`src/rtl/pot_scan.sv`:
```
// Round-robin SPI scanner for a multi-channel pot ADC; two 16-bit frames per channel.
// Optional feature: define POT_SCAN_SMOOTH_EN for a 1/4-weight IIR on stored results.
module pot_scan #(
  parameter int NUM_CH    = 5,
  parameter int DATA_W    = 12,
  parameter int SCLK_HALF = 16
) (
  input  logic                       clk,
  input  logic                       rst,
  input  logic                       en,
  input  logic                       start,
  output logic                       SS_n,
  output logic                       SCLK,
  output logic                       MOSI,
  input  logic                       MISO,
  output logic [NUM_CH*DATA_W-1:0]   result,
  output logic [NUM_CH-1:0]          res_vld,
  output logic                       scan_done,
  output logic                       busy
);

  // state | meaning
  // IDLE  | SS_n high, waiting for en or start
  // XFER1 | channel-select frame, MISO ignored
  // GAP   | SS_n high between the two frames
  // XFER2 | second frame, conversion shifted in
  // STORE | write result, pulse res_vld / scan_done
  typedef enum logic [2:0] {IDLE, XFER1, GAP, XFER2, STORE} state_t;

  localparam int TMR_W = $clog2(2*SCLK_HALF) + 1;
  localparam logic [TMR_W-1:0] HALF_M1 = TMR_W'(SCLK_HALF - 1);
  localparam logic [TMR_W-1:0] GAP_M1  = TMR_W'(2*SCLK_HALF - 1);
  localparam logic [2:0]       LAST_CH = 3'(NUM_CH - 1);

  state_t            state;
  logic [2:0]        ch;
  logic [TMR_W-1:0]  tmr;
  logic [5:0]        hp;
  logic [15:0]       tx;
  logic [11:0]       rx;
  logic [DATA_W-1:0] sample;
  logic [DATA_W-1:0] store_val;
  logic              last_ch;
  logic [2:0]        nxt_ch;

  function automatic logic [15:0] frame_word(input logic [2:0] c);
    return {2'b00, c, 11'b0};
  endfunction

  assign sample  = rx[11 -: DATA_W];
  assign last_ch = (ch == LAST_CH);
  assign nxt_ch  = last_ch ? 3'd0 : ch + 3'd1;

`ifdef POT_SCAN_SMOOTH_EN
  logic [NUM_CH-1:0]      primed;
  logic [DATA_W-1:0]      old_val;
  logic signed [DATA_W:0] diff;
  logic signed [DATA_W:0] acc;

  always_comb begin
    old_val = '0;
    for (int k = 0; k < NUM_CH; k++)
      if (ch == 3'(k)) old_val = result[k*DATA_W +: DATA_W];
  end

  assign diff      = $signed({1'b0, sample}) - $signed({1'b0, old_val});
  assign acc       = $signed({1'b0, old_val}) + (diff >>> 2);
  assign store_val = acc[DATA_W-1:0];
`else
  assign store_val = sample;
`endif

  always_ff @(posedge clk) begin
    if (rst) begin
      state     <= IDLE;
      ch        <= '0;
      tmr       <= '0;
      hp        <= '0;
      tx        <= '0;
      rx        <= '0;
      SS_n      <= 1'b1;
      SCLK      <= 1'b1;
      MOSI      <= 1'b0;
      result    <= '0;
      res_vld   <= '0;
      scan_done <= 1'b0;
      busy      <= 1'b0;
`ifdef POT_SCAN_SMOOTH_EN
      primed    <= '0;
`endif
    end else begin
      res_vld   <= '0;
      scan_done <= 1'b0;
      case (state)
        IDLE: begin
          busy <= 1'b0;
          if (en || (start && !busy)) begin
            state <= XFER1;
            busy  <= 1'b1;
            SS_n  <= 1'b0;
            SCLK  <= 1'b1;
            tmr   <= HALF_M1;
            hp    <= '0;
            tx    <= frame_word(ch);
          end
        end

        // hp walks the half-periods: 0 lead-in, odd = SCLK low, even = SCLK high, 32 trail
        XFER1, XFER2: begin
          if (tmr != '0) begin
            tmr <= tmr - 1'b1;
          end else begin
            tmr <= HALF_M1;
            hp  <= hp + 6'd1;
            if (hp == 6'd32) begin
              SS_n <= 1'b1;
              MOSI <= 1'b0;
              if (state == XFER1) begin
                state <= GAP;
                tmr   <= GAP_M1;
              end else begin
                state <= STORE;
              end
            end else if (!hp[0]) begin
              SCLK <= 1'b0;
              MOSI <= tx[15];
              tx   <= {tx[14:0], 1'b0};
            end else begin
              SCLK <= 1'b1;
              rx   <= {rx[10:0], MISO};
            end
          end
        end

        GAP: begin
          if (tmr != '0) begin
            tmr <= tmr - 1'b1;
          end else begin
            state <= XFER2;
            SS_n  <= 1'b0;
            tmr   <= HALF_M1;
            hp    <= '0;
            tx    <= frame_word(ch);
          end
        end

        STORE: begin
          for (int k = 0; k < NUM_CH; k++) begin
            if (ch == 3'(k)) begin
`ifdef POT_SCAN_SMOOTH_EN
              result[k*DATA_W +: DATA_W] <= primed[k] ? store_val : sample;
              primed[k]                  <= 1'b1;
`else
              result[k*DATA_W +: DATA_W] <= store_val;
`endif
              res_vld[k] <= 1'b1;
            end
          end
          ch <= nxt_ch;
          if (last_ch) scan_done <= 1'b1;
          // en is only consulted at the scan boundary so a scan always completes
          if (!last_ch || en) begin
            state <= XFER1;
            SS_n  <= 1'b0;
            SCLK  <= 1'b1;
            tmr   <= HALF_M1;
            hp    <= '0;
            tx    <= frame_word(nxt_ch);
          end else begin
            state <= IDLE;
          end
        end

        default: state <= IDLE;
      endcase
    end
  end

endmodule
```
`config.mk`:
```
export PLATFORM = sky130hd
export DESIGN_NAME = pot_scan
export DESIGN_NICKNAME = d
export VERILOG_FILES = /design/src/rtl/pot_scan.sv
export SDC_FILE = /design/constraint.sdc
export NUM_CORES = 1
export LEC_CHECK = 0
export ABC_AREA = 1
export CORE_ASPECT_RATIO = 0.6
export CORE_UTILIZATION = 59
export CTS_BUF_LIST = sky130_fd_sc_hd__clkbuf_2
export CTS_CLUSTER_DIAMETER = 120
export CTS_CLUSTER_SIZE = 30
export DETAILED_ROUTE_END_ITERATION = 7
export DONT_BUFFER_PORTS = 1
export PLACE_DENSITY = 0.75
export SLEW_MARGIN = 10
export SYNTH_ARGS = -nofsm -noshare
export SYNTH_HDL_FRONTEND = slang
export SYNTH_SLANG_ARGS = --single-unit
```
`constraint.sdc`:
```
create_clock -name clk -period 2.3 [get_ports clk]
set_clock_uncertainty 0.15 [all_clocks]
set_input_delay 0.46 -clock clk [delete_from_list [all_inputs] [get_ports clk]]
set_output_delay 0.46 -clock clk [all_outputs]
set_load 0.01 [all_outputs]
```
== Yosys cells after proc, flatten, opt, wreduce, memory -nomap -nowiden ==
Index checks and enable logic that the tools add are counted.

* Register bits after elaboration: 116
* Input bits: 5
* Output and inout port bits: 70
* Word-level logic and storage cells: 112

* Add/subtract/negate cells: 3
* Equal/unequal tests: 17
* Mux-type cells: 47
* Bitwise operators: 3
* Reduce and logical (&&, ||, !) cells: 25

{| class="wikitable"
|+ Operators by type and width
! kind !! count
|-
| two-way mux 16 bit || 6
|-
| case mux 16 bit (4 select lines) || 1
|-
| two-way mux 6 bit || 8
|-
| case mux 6 bit (4 select lines) || 2
|-
| two-way mux 1 bit || 19
|-
| two-way mux 3 bit || 6
|-
| inequality test 2 bit, second input constant || 7
|-
| equality test 3 x 2 -> 1 bit, second input constant || 4
|-
| case mux 3 bit (4 select lines) || 1
|-
| two-way mux 5 bit || 2
|-
| AND reduction 2 bit || 5
|-
| AND reduction 5 bit || 2
|-
| AND reduction 4 bit || 2
|-
| AND reduction 7 bit || 1
|-
| adder 6 x 1 -> 6 bit, second input constant || 1
|-
| equality test 3 x 1 -> 1 bit, second input constant || 2
|-
| equality test 3 bit, second input constant || 2
|-
| equality test 6 bit, second input constant || 1
|-
| zero test 3 bit || 2
|-
| AND reduction 3 bit || 2
|-
| AND reduction 6 bit || 1
|-
| nonzero test 6 bit || 1
|-
| subtractor 6 x 1 -> 6 bit, second input constant || 1
|-
| case mux 1 bit (4 select lines) || 1
|-
| other kinds (10) || 15
|}

== Logic depth before layout (Yosys ltp) ==
Gate-level depths: netlist of run 1.

* Depth in word-level cells: 5
* Depth in mapped cells: 11
* Depth with buffers taken out: 11

== Worst setup path before layout of run 1 ==
Ideal clock, no wire load.

* Path type: register to register
* From: register ch[0]
* To: register tx[13]
* Library setup time: 111 ps
* Data arrival time: 1385 ps
* Setup slack: 654 ps
* Stages on the path, launching flop included: 12
* Path buffers: 1
* Cells stage by stage: dfxtp_1 > inv_1 > ha_1 > nand3_1 > nand2_1 > nand2_1 > nand2_2 > nor2_4 > buf_6 > nand3_1 > nand2_1 > nor2_1

* Word-level cells in the longest chain between the ends: 5
* Elaborated cells between the ends (all ways): 9
* Classes of those cells: 1 x add/sub; 2 x eq/ne; 3 x mux; 3 x reduce/logical

{| class="wikitable"
|+ Ends and longest elaborated chain
! item !! RTL line !! text
|-
| from (decl) || 36 || <nowiki>logic [2:0] ch;</nowiki>
|-
| from (signal assigned) || 159 || <nowiki>ch <= nxt_ch;</nowiki>
|-
| branches (longest 5 deep; another with adder 3 x 1 -> 3 bit) || -- ||
|-
| to (signal assigned) || 127 || <nowiki>tx <= {tx[14:0], 1'b0};</nowiki>
|-
| to (signal assigned) || 143 || <nowiki>tx <= frame_word(ch);</nowiki>
|-
| to (signal assigned) || 168 || <nowiki>tx <= frame_word(nxt_ch);</nowiki>
|-
| to (decl) || 39 || <nowiki>logic [15:0] tx;</nowiki>
|}

Several ways; the timed one is not identified. The select of a mux whose other input is x is not followed.
A chain may end at the register's enable or synchronous reset.

== Worst setup path in the final report of run 1 ==
* From: register ch[0]
* To: register tx[15]

* Word-level cells in the longest chain between the ends: 5

{| class="wikitable"
|+ Ends and longest elaborated chain
! item !! RTL line !! text
|-
| equality test 3 bit || 51 || <nowiki>assign last_ch = (ch == LAST_CH);</nowiki>
|-
| zero test 1 bit || 162 || <nowiki>if (!last_ch || en) begin</nowiki>
|-
| logical OR 1 bit || 162 ||
|-
| inequality test 2 bit (no source line) || -- ||
|-
| AND reduction 7 bit (no source line) || -- ||
|}

No other way between the ends.

==> results of run 1 <==
## cell families (layout without fill, tap and decap cells)
family | Yosys count | in the layout | share of synthesized area [%]
and+or+nand+nor | 213 | 213 | 22.3
DFF | 104 | 104 | 50.3
AOI/OAI and AO/OA | 139 | 139 | 16.9
adders and majority gates | 8 | 8 | 2.42
xor gates and xnor gates | 3 | 3 | 0.635
buffers and inverters | 71 | 68 | 7.46
## where the power goes
group	leakage (nW)	switching, mW	internal (mW)
combinational	0.903	0.650	0.296
sequential	0.841	0.121	1.93
clock	0.0580	0.631	0.156
## worst paths after layout
check,startpoint,depth (start not counted),slack (ns),end
setup / recovery,ch[0]$_SDFFE_PP0P_,10,0.25,tx[15]$_SDFFE_PP0P_
hold / removal,rst,3,0.07,tmr[3]$_SDFFE_PP0P_
setup reg to reg,ch[0]$_SDFFE_PP0P_,10,0.25,tx[15]$_SDFFE_PP0P_
hold reg to reg,tx[14]$_SDFFE_PP0P_,2,0.34,tx[14]$_SDFFE_PP0P_
## worst max-delay path, stage by stage, from the launching register on
cell     delay [ns]
dfxtp_1        0.48
inv_1          0.10
ha_1           0.24
nand3_1        0.11
nand2_1        0.06
nand2_1        0.08
nand2_2        0.12
nor2_4         0.27
nand2_1        0.15
nand2_1        0.09
a21oi_1        0.06
## metal layers
| metal | GRT usage [%] | vias to the layer above |
|---|---|---|
| li1 | - | 1755 |
| met1 | 39.8 | 1565 |
| met2 | 35.6 | 124 |
| met3 | 9.59 | 10 |
| met4 | 4.93 | 0 |
| met5 | 0 | - |
## through the flow
step                instance area [um2]  utilization, %  instances  setup slack (ns)  total power, mW
floorplan                          4140               -        538             0.654             2.82
global placement                   4150            61.6        602             0.455             2.97
detailed placement                 4150            61.6        602             0.344             2.99
CTS                                4290            63.7        621             0.270             3.79
global route                       4300            63.9        622            0.0720             4.02
finish                             4300            63.9        622             0.254             3.78
## synthesized netlist by cell type (2+ instances only)
| cell type | n |
|---|---|
| nand2_1 | 98 |
| buf_2 | 9 |
| clkbuf_1 | 12 |
| inv_1 | 35 |
| o21ai_0 | 31 |
| nand3_2 | 3 |
| nor2_4 | 2 |
| xor2_1 | 2 |
| buf_4 | 4 |
| nor2_1 | 58 |
| nor3_1 | 4 |
| nand4_1 | 3 |
| nor2_2 | 5 |
| dfxtp_1 | 104 |
| a21oi_1 | 79 |
| o21ai_1 | 27 |
| nand2_2 | 5 |
| o21bai_1 | 2 |
| ha_1 | 8 |
| buf_6 | 2 |
| inv_2 | 8 |
| nand3_1 | 32 |
## flip-flops by register name, summed over array words and instances (netlist names)
name and flops:
MOSI 1, res_vld 5, SCLK 1, result 60, ch 3, SS_n 1
rx 12, busy 1, tx 5, state 3, tmr 6, hp 6
## cells in the final DEF, fill, tap and decap left out, drive strengths merged
cell	n
a21oi	79
buf	4
clkbuf	9
clkinv	4
clkinvlp	2
dfxtp	104
dlygate4sd3	5
ha	8
inv	44
nand2	103
nand3	35
nand3b	1
nand4	3
nor2	65
nor3	5
o21ai	58
o21bai	2
or2	1
xnor2	1
xor2	2
## layout make-up
cell class                 count  area [um2]
timing repair buffer           9        92.6
clock buffer                   9        45.0
clock inverter                 6        55.1
multi-input combinational    363        1750
sequential                   104        2080
tap                           87         109
fill                         599        2430
inverter                      44         166
==> impl_summary.log, run 1 <==
[metrics] leakage: 1.80 nW
[metrics] WHS: 0.0682 ns
[metrics] number of synthesized register bits: 104
[metrics] actual transition at the worst max-transition pin: 1.13 ns
[metrics] first-pass GRT wire length: 14500 um
[metrics] synthesized instance count: 538
[metrics] initial standard-cell utilization of the core: 61.5%
[metrics] Final period util: 88.9%
[metrics] synthesized cell area: 4140 um2
[metrics] quantity of hold-fixing buffers added after cts: 4
[metrics] Congestion Overflow GR: 0
[metrics] pin count of the biggest net entering global routing: 65
[metrics] number of antenna violations at the first check in global routing: 0
[metrics] RSZ-0062 raised after global routing: false
[metrics] post-synthesis area per instance: 7.70 um2
[metrics] clock sink total: 104
[metrics] setup TNS after final layout: 0 ns
[metrics] 1st-pass router iterations: 5
[metrics] overall die width: 110 um
[metrics] final wirelength: 9510 um
[metrics] critical path data required time: 2.59 ns
[metrics] type of the worst setup path: reg2reg
[metrics] worst voltage drop across the vdd grid: 0.582 mV
[metrics] met2 wire len: 3700 um
[metrics] Port Buffers: 0
[metrics] Fmax: 0.489 GHz
[metrics] clock-pin slew on the worst setup and hold paths: 0.27 ns
[metrics] area share of the leading cell type in the synthesized netlist: 50.3%
[metrics] Detail Route Antenna Nets: 0
[metrics] hold violation count in the final report: 0
[metrics] Yosys Warn Count: 0
[metrics] Post-synth ARST share: 0%
[metrics] number of H-tree branching levels: 3
[metrics] die area: 7370 um2
[metrics] post-CTS setup buffers: 0
[metrics] via total after detailed routing: 3454
[metrics] most area-consuming cells after synthesis: dfxtp_1 (50%), a21oi_1 (9.5%), nand2_1 (8.9%), nor2_1 (5.3%), nand3_1 (3.9%)
[metrics] number of buffers between clock root and the deepest sink: 2
[metrics] Top Metal Used: met4
[metrics] post-DR wirelength/cell: 15.3 um
[metrics] number of violations reported at the end of detailed-routing iteration 0: 232
[metrics] FP Rows: 23
[metrics] vias in the first global route: 2851
[metrics] Layout Nets: 544
[metrics] Synth area leader: dfxtp_1
[metrics] crit path capture type: flop
[metrics] count of flip-flops with a built-in enable after synthesis: 0
[metrics] count of inserted antenna diode cells: 0
[metrics] type of the most critical hold path: in2reg
[metrics] library cell used as clock root buffer: clkbuf_2
[metrics] Inserted Clock Buffers: 9
[metrics] final number of max-transition violations: 0
[metrics] Min Clock Period, post-route: 2.05 ns
[metrics] share of the yosys chip area belonging to registers: 50.3%
[metrics] leading register cell type out of synthesis: dfxtp_1
[metrics] remaining routing DRC violations: 0
[metrics] Met1 Routed Length: 4870 um
[metrics] worst-skew pair later-pin latency: 0.58 ns
[metrics] Resized cells post-CTS: 0
[metrics] Boundary Pins: 75
[metrics] maximum capacitance violations: 0
[metrics] startpoint type of the worst setup path: flop
[metrics] Worst Path Max Fanout: 12
[metrics] distinct cell type count after synthesis: 27
[metrics] share of post-route cells with drive strength above 1: 8.41%
[metrics] status: finished, final reports clean
[metrics] met3 routed WL: 869 um
[metrics] via count normalized by instance count: 5.55
[metrics] TritonCTS clock tree: built
[metrics] Arr. time, crit path: 2.33 ns
[metrics] half-perimeter wire length of the detailed placement result: 6590 um
[metrics] All-Layer GR Usage: 26.5%
[metrics] relative slew slack: 24.5%
[metrics] power per unit of standard cell area: 880 nW/um2
[metrics] Net Count, Synth: 551
[metrics] area grow syn2layout: 3.84%
[metrics] core area: 6730 um2
[metrics] number of setup violations in the final report: 0
[metrics] vertical die dimension: 66.9 um
[metrics] GP Congestion: 0.896
(Power assumes the default switching activity.)
==> inputs of run 2 (changes only) <==
==> constraint.sdc (replaced) <==
create_clock -name clk -period 2.62 [get_ports clk]
set_clock_uncertainty 0.15 [all_clocks]
set_input_delay 0.524 -clock clk [delete_from_list [all_inputs] [get_ports clk]]
set_output_delay 0.524 -clock clk [all_outputs]
set_load 0.01 [all_outputs]
==> run 2 against run 1 <==
Effect of this change:
- critical path type unchanged
- hold slack got worse by 0.022 ns
- combinational power down 14%
- critical path depth is the same
- sequential share of layout area up 0.31 points
- global-route usage is 0.45 points higher
- utilization shrank 0.41 points
==> impl_summary.log, run 2 (synthesized netlist as in run 1, its figures left out) <==
[metrics] power share of the sequential group: 54.7% (+0.5 points)
[metrics] remaining routing DRC violations: 0 (unchanged)
[metrics] clock sink total: 104 (unchanged)
[metrics] most frequent standard cell in the layout excluding fill and tap cells: dfxtp_1
[metrics] worst-skew pair later-pin latency: 0.57 ns (about the same)
[metrics] core area: 6730 um2 (unchanged)
[metrics] Congestion Overflow GR: 0 (unchanged)
[metrics] final number of max-transition violations: 0 (unchanged)
[metrics] sw power: 1.22 mW (-13%)
[metrics] library cell used as clock root buffer: clkbuf_2
[metrics] actual transition at the worst max-transition pin: 1.17 ns (+0.0430 ns)
[metrics] pin count of the biggest net entering global routing: 65 (unchanged)
[metrics] crit path buf inv count: 1 (unchanged)
[metrics] area grow syn2layout: 3.17%
[metrics] Largest stage delay, worst path: 0.48 ns (about the same)
[metrics] vias in the first global route: 2907 (+2.0%)
[metrics] worst voltage drop across the vdd grid: 0.507 mV (-13%)
[metrics] All-Layer GR Usage: 26.9% (+0.45 points)
[metrics] Switching Fraction: 36.9% (-0.13 points)
[metrics] relative slew slack: 21.7% (-2.9 points)
[metrics] via count normalized by instance count: 5.61 (+0.96%)
[metrics] power per unit of standard cell area: 771 nW/um2 (-12%)
[metrics] internal power: 2.08 mW (-13%)
[metrics] hold violation count in the final report: 0 (unchanged)
[metrics] register-to-register path setup slack: 0.58 ns (+0.32 ns)
[metrics] Fmax: 0.490 GHz (+0.21%)
[metrics] type of the worst setup path: reg2reg
[metrics] count of inserted antenna diode cells: 0 (unchanged)
[metrics] Final period util: 77.9% (-11 points)
[metrics] clock-pin slew on the worst setup and hold paths: 0.27 ns (about the same)
[metrics] placed cells: 601 (-0.17%)
[metrics] Inserted Clock Buffers: 9 (unchanged)
[metrics] number of buffers between clock root and the deepest sink: 2 (unchanged)
[metrics] Layout Nets: 541 (-0.55%)
[metrics] number of antenna violations at the first check in global routing: 0 (unchanged)
[metrics] startpoint type of the worst setup path: flop
[metrics] clock network fraction of design power: 20.6% (-0.2 points)
[metrics] Worst Path Max Fanout: 12 (unchanged)
[metrics] placed inst area: 4140 um2 (-0.18%)
[metrics] TritonCTS clock tree: built
[metrics] leakage: 1.79 nW (-0.73%)
[metrics] Min Clock Period, post-route: 2.04 ns (-0.00423 ns)
[metrics] CP top delay family: simple AND/OR/NAND/NOR gates
[metrics] overall power consumption: 3.30 mW (-13%)
[metrics] number of violations reported at the end of detailed-routing iteration 0: 311 (+34%)
[metrics] Arr. time, crit path: 2.31 ns (-0.02 ns)
[metrics] number of flip-flops in the largest register: 60 (unchanged)
[metrics] RSZ-0062 raised after global routing: false
[metrics] number of H-tree branching levels: 3 (unchanged)
[metrics] FP Rows: 23 (unchanged)
[metrics] initial standard-cell utilization of the core: 61.5% (unchanged)
[metrics] type of the most critical hold path: in2reg
[metrics] top flop regs: result (60), rx (12)
[metrics] Comb power frac: 24.7% (-0.3 points)
[metrics] GP Congestion: 0.958 (+7.0%)
[metrics] die area: 7370 um2 (unchanged)
[metrics] post-DR wirelength/cell: 15.4 um (+0.77%)
[metrics] overall die width: 110 um (unchanged)
[metrics] status: finished, final reports clean
[metrics] via total after detailed routing: 3476 (+0.64%)
[metrics] Port Buffers: 0 (unchanged)
[metrics] 1st-pass router iterations: 8 (+3)
[metrics] final wirelength: 9560 um (+0.44%)
[metrics] half-perimeter wire length of the detailed placement result: 6780 um (+3.0%)
[metrics] number of cells in the finished layout apart from fillers: 620 (-0.32%)
[metrics] most flop-heavy register: result
[metrics] vertical die dimension: 66.9 um (unchanged)
[metrics] critical path's most frequent cell: nand2_1
[metrics] final design area excluding fillers: 4270 um2 (-0.64%)
[metrics] share of post-route cells with drive strength above 1: 8.26% (-0.16 points)
[metrics] top library cells by usage in the layout, fill and taps aside: dfxtp_1 (104), nand2_1 (98), a21oi_1 (79), nor2_1 (58), inv_1 (34)
[metrics] worst path cell trace: inv_1, ha_1, nand3_1, nand2_1, nand2_1, nand2_2, nor2_4, nand2_1, nand2_1, a21oi_1
[metrics] crit path capture type: flop
[metrics] Detail Route Antenna Nets: 0 (unchanged)
[metrics] number of setup violations in the final report: 0 (unchanged)
[metrics] maximum capacitance violations: 0 (unchanged)
[metrics] Boundary Pins: 75 (unchanged)
[metrics] critical path data required time: 2.89 ns (+0.30 ns)
[metrics] Worst path slowest cell: dfxtp_1
[metrics] setup TNS after final layout: 0 ns (unchanged)
[metrics] post-CTS setup buffers: 0 (unchanged)
[metrics] first-pass GRT wire length: 14800 um (+2.1%)
-- run 2: layout make-up --
| type | count | area, um2 |
|---|---|---|
| multi-input combinational | 363 | 1750 |
| timing repair buffer | 6 | 65.1 |
| inverter | 44 | 166 |
| tap | 87 | 109 |
| sequential | 104 | 2080 |
| fill | 606 | 2460 |
| clock inverter | 7 | 55.1 |
| clock buffer | 9 | 45.0 |
-- run 2: per-stage QoR --
step / worst slack [ns] / utilization (%) / hold WS (ns)
2_1_floorplan: 0.974 / - / 0.289
3_3_place_gp: 0.745 / 61.5 / 0.302
3_5_place_dp: 0.661 / 61.5 / 0.300
4_1_cts: 0.606 / 63.3 / 0.000977
5_1_grt: 0.418 / 63.5 / 0.00573
6_report: 0.579 / 63.5 / 0.0462
-- run 2: timing repair --
item                      4_1_cts  5_1_grt
hold endpoints to repair       31        1
resized for setup               0        0
hold buffers                    2        1
-- run 2: path summary, 6_finish.rpt --
path / startpoint / to / cells past startpoint
worst max register to register: ch[0]$_SDFFE_PP0P_ / tx[14]$_SDFFE_PP0P_ / 10
worst min-delay path: start / busy$_SDFFE_PP0P_ / 2
worst min register to register: tx[14]$_SDFFE_PP0P_ / tx[14]$_SDFFE_PP0P_ / 2
worst max-delay path: ch[0]$_SDFFE_PP0P_ / tx[14]$_SDFFE_PP0P_ / 10
-- run 2: power groups by stage --
stage | registers [mW] | clock network [mW] | logic (mW)
global placement | 1.82 | 0 | 0.770
floorplan | 1.80 | 0 | 0.673
finish | 1.80 | 0.679 | 0.815
CTS | 1.80 | 0.693 | 0.801
global route | 1.82 | 0.760 | 0.939
detailed placement | 1.83 | 0 | 0.789
-- run 2: routing by layer --
metal	vias up	GRT usage (%)	routed length, um
met5	-	0	0
met1	1580	40.7	4750
met4	0	6.74	93
met2	141	35.1	3770
met3	9	9.69	944
li1	1746	-	-
==> inputs of run 3 (changes only) <==
==> constraint.sdc (replaced) <==
create_clock -name clk -period 2.1 [get_ports clk]
set_clock_uncertainty 0.15 [all_clocks]
set_input_delay 0.42 -clock clk [delete_from_list [all_inputs] [get_ports clk]]
set_output_delay 0.42 -clock clk [all_outputs]
set_load 0.01 [all_outputs]
==> run 3 against run 2 <==
Effect of this change:
- count of clock-buffer cells in the layout unchanged
- total power grew 29%
- sequential share of layout area down 0.78 points
- clock power up 26%
- final cell count up 1.3%
- wire length fell by 1.5%
- non-clock buffer count is 9 higher
- design area up 1.7%
- die area unchanged
- via count decreased by 0.63%
- critical endpoint is now tx[15]$_SDFFE_PP0P_
==> impl_summary.log, run 3 (synthesized netlist as in run 1, its figures left out) <==
[metrics] overall die width: 110 um (unchanged)
[metrics] status: finished, final reports clean
[metrics] startpoint of the worst register-to-register path: ch[0]$_SDFFE_PP0P_
[metrics] maximum capacitance violations: 0 (unchanged)
[metrics] via count normalized by instance count: 5.50 (-1.9%)
[metrics] number of violations reported at the end of detailed-routing iteration 0: 256 (-18%)
[metrics] number of cells in the finished layout apart from fillers: 628 (+1.3%)
[metrics] Detail Route Antenna Nets: 0 (unchanged)
[metrics] 1st-pass router iterations: 5 (-3)
[metrics] setup TNS after final layout: 0 ns (unchanged)
[metrics] final wirelength: 9410 um (-1.5%)
[metrics] placed inst area: 4170 um2 (+0.72%)
[metrics] final number of max-transition violations: 0 (unchanged)
[metrics] initial standard-cell utilization of the core: 61.5% (unchanged)
[metrics] worst path cell trace: inv_1, ha_1, nand3_1, nand2_1, nand2_1, nand2_2, nor2_4, nand2_1, nand2_1, a21oi_1
[metrics] CP top delay family: simple AND/OR/NAND/NOR gates
[metrics] vias in the first global route: 2893 (-0.48%)
[metrics] area grow syn2layout: 4.92%
[metrics] pre-CTS worst setup slack: 0.156 ns (-0.505 ns)
[metrics] crit path capture type: flop
[metrics] stages on the worst setup path: 10 (unchanged)
[metrics] first-pass GRT wire length: 14300 um (-3.0%)
[metrics] Largest stage delay, worst path: 0.43 ns (-0.05 ns)
[metrics] number of antenna violations at the first check in global routing: 0 (unchanged)
[metrics] Final period util: 93.1% (+15 points)
[metrics] top library cells by usage in the layout, fill and taps aside: dfxtp_1 (103), nand2_1 (98), a21oi_1 (79), nor2_1 (58), inv_1 (34)
[metrics] most frequent standard cell in the layout excluding fill and tap cells: dfxtp_1
[metrics] Worst path slowest cell: dfxtp_2
[metrics] count of inserted antenna diode cells: 0 (unchanged)
[metrics] type of the worst setup path: reg2reg
[metrics] number of H-tree branching levels: 3 (unchanged)
[metrics] Min Clock Period, post-route: 1.95 ns (-0.0868 ns)
[metrics] critical path startpoint: ch[0]$_SDFFE_PP0P_
[metrics] number of buffers between clock root and the deepest sink: 2 (unchanged)
[metrics] Boundary Pins: 75 (unchanged)
[metrics] final worst slack: 0.145 ns (-0.433 ns)
[metrics] Arr. time, crit path: 2.22 ns (-0.09 ns)
[metrics] endpoint of the worst setup timing path: tx[15]$_SDFFE_PP0P_
[metrics] endpoint of the most critical register-to-register path: tx[15]$_SDFFE_PP0P_
[metrics] Layout Nets: 550 (+1.7%)
[metrics] critical path's most frequent cell: nand2_1
[metrics] post-DR wirelength/cell: 15.0 um (-2.8%)
[metrics] Port Buffers: 0 (unchanged)
[metrics] R2R depth: 10 (unchanged)
[metrics] Congestion Overflow GR: 0 (unchanged)
[metrics] top flop regs: result (60), rx (12)
[metrics] critical path data required time: 2.37 ns (-0.52 ns)
[metrics] final design area excluding fillers: 4350 um2 (+1.7%)
[metrics] most flop-heavy register: result
[metrics] die area: 7370 um2 (unchanged)
[metrics] remaining routing DRC violations: 0 (unchanged)
[metrics] Inserted Clock Buffers: 9 (unchanged)
[metrics] Worst Path Max Fanout: 9 (-3)
[metrics] Fmax: 0.512 GHz (+4.4%)
[metrics] WHS: 0.0963 ns (+0.0501 ns)
[metrics] All-Layer GR Usage: 26.0% (-0.90 points)
[metrics] overall power consumption: 4.24 mW (+29%)
[metrics] startpoint type of the worst setup path: flop
[metrics] via total after detailed routing: 3454 (-0.63%)
[metrics] number of flip-flops in the largest register: 60 (unchanged)
[metrics] leakage: 1.83 nW (+2.1%)
[metrics] hold violation count in the final report: 0 (unchanged)
[metrics] core area: 6730 um2 (unchanged)
[metrics] library cell used as clock root buffer: clkbuf_2
[metrics] GP Congestion: 0.862 (-10%)
[metrics] power per unit of standard cell area: 976 nW/um2 (+27%)
[metrics] relative slew slack: 24.5% (+2.8 points)
[metrics] pin count of the biggest net entering global routing: 45 (-31%)
[metrics] RSZ-0062 raised after global routing: false
[metrics] crit path buf inv count: 1 (unchanged)
[metrics] FP Rows: 23 (unchanged)
[metrics] share of post-route cells with drive strength above 1: 9.80% (+1.5 points)
[metrics] half-perimeter wire length of the detailed placement result: 6550 um (-3.4%)
[metrics] clock sink total: 104 (unchanged)
[metrics] register-to-register path setup slack: 0.15 ns (-0.43 ns)
[metrics] TritonCTS clock tree: built
[metrics] worst-skew pair later-pin latency: 0.57 ns (about the same)
[metrics] placed cells: 605 (+0.67%)
[metrics] number of setup violations in the final report: 0 (unchanged)
[metrics] actual transition at the worst max-transition pin: 1.13 ns (-0.0419 ns)
[metrics] type of the most critical hold path: in2reg
[metrics] vertical die dimension: 66.9 um (unchanged)
[metrics] clock-pin slew on the worst setup and hold paths: 0.28 ns (about the same)
[metrics] utilization after layout: 64.5% (+1.1 points)
[metrics] Fillers: 581 (-4.1%)
[metrics] worst voltage drop across the vdd grid: 0.684 mV (+35%)
run 3: cell count changes in the layout (fill, tap and decap cells not counted), sizes merged:
| cell | change |
|---|---|
| buf | +8 |
| clkinv | -2 |
| clkinvlp | +1 |
| dlygate4sd3 | +1 |
run 3: area by class of cell:
cell class              count  area (um2)  share of cell area [%]
flip-flops and latches    104        2080                    47.9
multi-input cells         363        1750                    40.3
inverters                  44         169                    3.89
repair buffers             15         135                    3.11
well taps                  87         109                    2.51
clock inverters             6        53.8                    1.24
clock buffers               9        45.0                    1.04
run 3: how the worst min path moves through the flow:
stage                              startpoint                  end  cells after the start
after floorplan           tx[13]$_SDFFE_PP0P_  tx[13]$_SDFFE_PP0P_                      2
final                                     rst   rx[0]$_SDFFE_PP0P_                      4
after global placement    tx[14]$_SDFFE_PP0P_  tx[14]$_SDFFE_PP0P_                      2
after global routing                      rst  rx[10]$_SDFFE_PP0P_                      4
after CTS                                 rst   rx[4]$_SDFFE_PP0P_                      4
after detailed placement  tx[14]$_SDFFE_PP0P_  tx[14]$_SDFFE_PP0P_                      2
run 3: worst min-delay path, delay by kind of cell:
kind | cells | cell delay, ns
buf+inv | 2 | 0.28
simple gates | 2 | 0.11
run 3: power by group:
| group | leakage [nW] | switching [mW] | total, mW | internal, mW |
|---|---|---|---|---|
| Sequential | 0.842 | 0.131 | 2.25 | 2.11 |
| Clock | 0.0540 | 0.686 | 0.854 | 0.167 |
| Combinational | 0.930 | 0.740 | 1.14 | 0.402 |
run 3: layer usage:
| metal | vias to the layer above | routed length [um] | track usage (%) |
|---|---|---|---|
| met1 | 1592 | 4640 | 37.5 |
| met3 | 9 | 824 | 8.22 |
| met5 | - | 0 | 0 |
| met4 | 0 | 88 | 6.91 |
| li1 | 1756 | - | - |
| met2 | 97 | 3850 | 37.0 |
run 3: what timing repair did:
| item | 4_1_cts | 5_1_grt |
|---|---|---|
| hold buffers | 4 | 0 |
| buffers inserted | 0 | 4 |
| hold endpoints to repair | 33 | 0 |
| gates resized for setup | 0 | 3 |
| setup endpoints to repair | 0 | 13 |
